<file path="config.mk">
export PLATFORM = sky130hd
export DESIGN_NAME = bcd_para_binario
export DESIGN_NICKNAME = d
export VERILOG_FILES = /design/src/rtl/bcd_para_binario.sv
export SDC_FILE = /design/constraint.sdc
export NUM_CORES = 1
export LEC_CHECK = 0
export ABC_CLOCK_PERIOD_IN_PS = 3000
export CORE_MARGIN = 3
export CORE_UTILIZATION = 35
export DETAILED_ROUTE_END_ITERATION = 6
export HOLD_SLACK_MARGIN = 0.15
export PLACE_DENSITY_LB_ADDON = 0.1
export SYNTH_ARGS = -nofsm -noshare
export SYNTH_HDL_FRONTEND = slang
export SYNTH_SLANG_ARGS = --single-unit
</file>
<file path="constraint.sdc">
create_clock -name clock -period 3 [get_ports clock]
set_clock_uncertainty 0.15 [all_clocks]
set_input_delay 0.6 -clock clock [delete_from_list [all_inputs] [get_ports clock]]
set_output_delay 0.6 -clock clock [all_outputs]
set_load 0.1 [all_outputs]
</file>
<file path="src/rtl/bcd_para_binario.sv">
// Signed packed-BCD to 32-bit two's-complement converter.
// One reverse double-dabble step per clock, with a start/valid handshake.
module bcd_para_binario #(
  parameter int DIGITOS = 4
) (
  input  logic                   clock,
  input  logic                   reset,
  input  logic                   iniciar,
  input  logic                   sinal,
  input  logic [4*DIGITOS-1:0]   digitos,
  output logic [31:0]            numero,
  output logic                   pronto,
  output logic                   erro,
  output logic                   ocupado
);

  localparam int LARG = 4 * DIGITOS;
  localparam int CW   = $clog2(LARG + 1);
  localparam logic [CW-1:0] ULTIMO = CW'(LARG - 1);

  typedef enum logic [1:0] {OCIOSO, CONVERTE, FIM} estado_t;

  estado_t          estado_q;
  logic             sinal_q;
  logic [LARG-1:0]  bcd_q;
  logic [LARG-1:0]  bin_q;
  logic [CW-1:0]    cnt_q;
  logic             erro_pend_q;
  logic             espera_q;
  logic [31:0]      numero_q;
  logic             pronto_q;
  logic             erro_q;
  logic             ocupado_q;

  logic [LARG-1:0]  bcd_sh;
  logic [LARG-1:0]  bcd_d;
  logic [LARG-1:0]  bin_d;
  logic [DIGITOS-1:0] nib_inv;
  logic [31:0]      magnitude;
  logic [31:0]      resultado;

  // Shift the {bcd, bin} pair right; the LSB of bcd drops into the MSB of bin.
  assign bcd_sh = bcd_q >> 1;
  assign bin_d  = {bcd_q[0], bin_q[LARG-1:1]};

  genvar gi;
  generate
    for (gi = 0; gi < DIGITOS; gi++) begin : g_nib
      assign bcd_d[4*gi +: 4] = (bcd_sh[4*gi +: 4] >= 4'd8) ? bcd_sh[4*gi +: 4] - 4'd3
                                                           : bcd_sh[4*gi +: 4];
      assign nib_inv[gi] = digitos[4*gi +: 4] > 4'd9;
    end
    if (LARG >= 32) begin : g_trunc
      // The largest 9-digit value still fits in 30 bits.
      assign magnitude = bin_q[31:0];
    end else begin : g_ext
      assign magnitude = {{(32-LARG){1'b0}}, bin_q};
    end
  endgenerate

  assign resultado = sinal_q ? (~magnitude + 32'd1) : magnitude;

  always_ff @(posedge clock) begin
    if (reset) begin
      estado_q    <= OCIOSO;
      sinal_q     <= 1'b0;
      bcd_q       <= '0;
      bin_q       <= '0;
      cnt_q       <= '0;
      erro_pend_q <= 1'b0;
      espera_q    <= 1'b0;
      numero_q    <= '0;
      pronto_q    <= 1'b0;
      erro_q      <= 1'b0;
      ocupado_q   <= 1'b0;
    end else begin
      pronto_q <= 1'b0;
      case (estado_q)
        OCIOSO: begin
          if (iniciar) begin
            sinal_q   <= sinal;
            bcd_q     <= digitos;
            bin_q     <= '0;
            cnt_q     <= '0;
            ocupado_q <= 1'b1;
            if (|nib_inv) begin
              // An error result spends one extra cycle in FIM before reporting.
              erro_pend_q <= 1'b1;
              espera_q    <= 1'b1;
              estado_q    <= FIM;
            end else begin
              erro_pend_q <= 1'b0;
              espera_q    <= 1'b0;
              estado_q    <= CONVERTE;
            end
          end
        end
        CONVERTE: begin
          bcd_q <= bcd_d;
          bin_q <= bin_d;
          cnt_q <= cnt_q + 1'b1;
          if (cnt_q == ULTIMO) estado_q <= FIM;
        end
        FIM: begin
          if (espera_q) begin
            espera_q <= 1'b0;
          end else begin
            numero_q  <= erro_pend_q ? 32'd0 : resultado;
            erro_q    <= erro_pend_q;
            pronto_q  <= 1'b1;
            ocupado_q <= 1'b0;
            estado_q  <= OCIOSO;
          end
        end
        default: estado_q <= OCIOSO;
      endcase
    end
  end

  assign numero  = numero_q;
  assign pronto  = pronto_q;
  assign erro    = erro_q;
  assign ocupado = ocupado_q;

endmodule

</file>
==> metrics.cfg <==
[critical_path]
reg2reg_from=bin_q[7]
worstPathRequired_ns=3.09
max_stage_delay_ns=0.57
reg2reg_slack_ns=0.60
worstPathMaxFanout=7
crit_path_end_kind=flop
worstSetupPathType=flop to flop
crit_start=bin_q[7]
crit_arrival_ns=2.50
start_kind=flop
rr_worst_depth=8
cp_slowest_cell=or4_4
worstPathCellList=or4_4, or3_4, nor4_1, ha_1, mux2i_1, nor3_1, a21oi_1, nor2_1
r2r-end=numero[15]

[route]
drt_iter0_drc=90
drt_wl_total_mm=7.520
ant_nets=0
avgViaCountPerCell=5.129
wl_per_cell_um=13.82
dr.pass1.iters=4
drc_errors=0
num_vias=2790

[synth]
synth_enable_flop_cells=0
postSynth.asyncResetShare_pct=0
yosysWarnings=0
synth_area_per_cell_um2=8.592
synthCells=384
synth_nets=414
synth_seq_cells=76
yosysTopAreaCell=dfxtp_1
netlist_area_mm2=0.003299
muxShareOfSynthArea_pct=1.214
synth-main-ff-cell=dfxtp_1
synth_top_family_by_area=compound AO/OA/AOI/OAI gates
synth.top_cell.area_share_pct=46.11
yosysSeqAreaShare_pct=46.11
synth_xor_area_share_pct=5.044
synth_simple_gate_area_share_pct=17.63
synth_compound_area_share_pct=21.43
synthDistinctLibCells=42
synth_area_leaders=dfxtp_1, nor2_1, a22oi_1, ha_1, nand2_1
synth-adder-area-share_pct=3.792

[clock_network]
cts_resized=0
cts.root.buffer_cell=clkbuf_8
postCtsSetupRepairBufs=0
cts-htree-levels=3
clkSinkCount=76
cts_tree=built
cts_buffer_depth=2
path_clk_slew_ns=0.09
clk_latency_ns=0.35
cts_hold_buffers=0
numCtsBuffers=9

[global_route]
grt_max_degree=30
use_met2_pct=23.33
grt_busiest_layer=met2
grt_pass1_vias=2574
track_usage_pct=15.03
grt_use_met1_pct=19.53
antenna_found_initial=0
grt_use_met3_pct=4.668
grt_pass1_wl_mm=12.54
grt.overflow.total=0

[power_and_ir_drop]
p_clk_share_pct=40.7
p_leak_uw=0.001706
ir_drop_uv=257.4
netSwitchingPower_uw=583.9
p_comb_share_pct=10.7
switching_share_pct=26.34
p_int_uw=1633
seq_power_share_pct=48.6
powerDensity_mw_per_mm2=543.4

[layout]
stdcell_count=544
area_growth_pct=23.63
drive_gt1_share_pct=15.14
diodes=0
final_common_cell=dfxtp_1
seq_area_mm2=0.001521
fin_nets=461
multi_input_area_mm2=0.001623
layout_common_cells=dfxtp_1, nor2_1, buf_4, nand2_1, o21ai_0
fill_cells=889

[timing]
setup_viol=0
finalHoldViolations=0
slew_violations=0
finalCritPeriodShare_pct=80.15
period_needed_ns=2.405
setup_tns_ns=0
max_freq_mhz=415.9
maxSlewHeadroom_pct=57.84
worst_pin_slew_ns=0.6295
grt_setup_unrepaired=no

[floorplanning]
row_count=34
fp.dieH_um=103.1
start_util_pct=36.93
ios=55
die_w_um=103.1
coreArea_mm2=0.008934
die-area_mm2=0.01063

[place]
io_buffer_count=54
dpl.cell_count=528
place_congestion=0.7637
hpwlAfterDp_mm=5.190

[run_status]
status=completed

[worst_hold_path]
min_from=numero[14]
holdCritPathClass=flop to flop
min_path_cells=2
holdPathEnd=numero[14]

[run]
max_cap_viol_count=0

registers in the layout, indices dropped and copies added (netlist names), 2 cells and up:
| signal | count |
|---|---|
| bin_q | 16 |
| cnt_q | 5 |
| numero | 31 |
| estado_q | 2 |
| bcd_q | 16 |
area by class of cell:
type / count / share of cell area (%)
multi-input cells: 267 / 39.79
inverters: 14 / 1.288
flip-flops and latches: 76 / 37.30
well taps: 108 / 3.313
clock buffers: 10 / 3.374
clock inverters: 6 / 2.301
repair buffers: 63 / 12.64
cells in the mapped netlist, types with 9 or more instances:
cell      instances
dfxtp_1          76
nor2_1           56
nand2_1          31
clkbuf_1         24
o21ai_0          23
a22oi_1          22
a21oi_1          20
nor3_1           18
a21o_1           14
inv_1            14
ha_1             10
xnor2_1          10
xor2_1            9
critical path: cells and delay by family (launching register included):
family                     cells  cell delay (ns)
adders and majority gates      1             0.27
DFF                            1             0.37
AOI/OAI and AO/OA              1             0.13
and+or+nand+nor                5             1.25
muxes                          1             0.13
worst max-delay path by stage:
stage	endpoint	slack [ns]	cells after the start
global route	numero[15]	0.40	8
floorplan	numero[15]	0.70	8
detailed placement	bcd_q[5]	0.55	5
global placement	bcd_q[1]	0.59	5
CTS	numero[15]	0.57	8
finish	numero[15]	0.60	8
cell families after synthesis:
| family | Yosys count |
|---|---|
| XOR/XNOR | 19 |
| flip-flops | 76 |
| adder cells (fa/ha/maj) | 10 |
| AND/OR/NAND/NOR | 129 |
| multiplexers | 4 |
| buffers and inverters | 41 |
| AO/OA/AOI/OAI | 105 |
through the flow:
step | power, uW | setup slack [ns] | cell area, um^2 | hold slack [ns] | utilization [%]
after floorplan | 1259 | 0.6977 | 3299 | 0.2895 | -
after global placement | 1338 | 0.5871 | 3847 | 0.2844 | 43.07
after detailed placement | 1340 | 0.5549 | 3847 | 0.2908 | 43.07
after CTS | 2251 | 0.5679 | 4079 | 0.3053 | 45.66
after global routing | 2325 | 0.4016 | 4079 | 0.3214 | 45.66
final | 2217 | 0.5954 | 4079 | 0.2993 | 45.66
power by group through the flow:
stage	registers (uW)	clock network, uW	logic, uW
2_1_floorplan	1100	0	155
6_report	1080	902	238
4_1_cts	1080	934	240
3_5_place_dp	1100	0	239
3_3_place_gp	1100	0	237
5_1_grt	1080	976	265
metal layers:
layer	wire length, um	share of wire [%]	vias to the layer above
li1	-	-	1432
met1	3584	48	1276
met2	3434	46	68
met4	150	2.0	0
met5	0	0	-
met3	350	4.7	14
No activity file was read; power rests on OpenSTA's default activity.
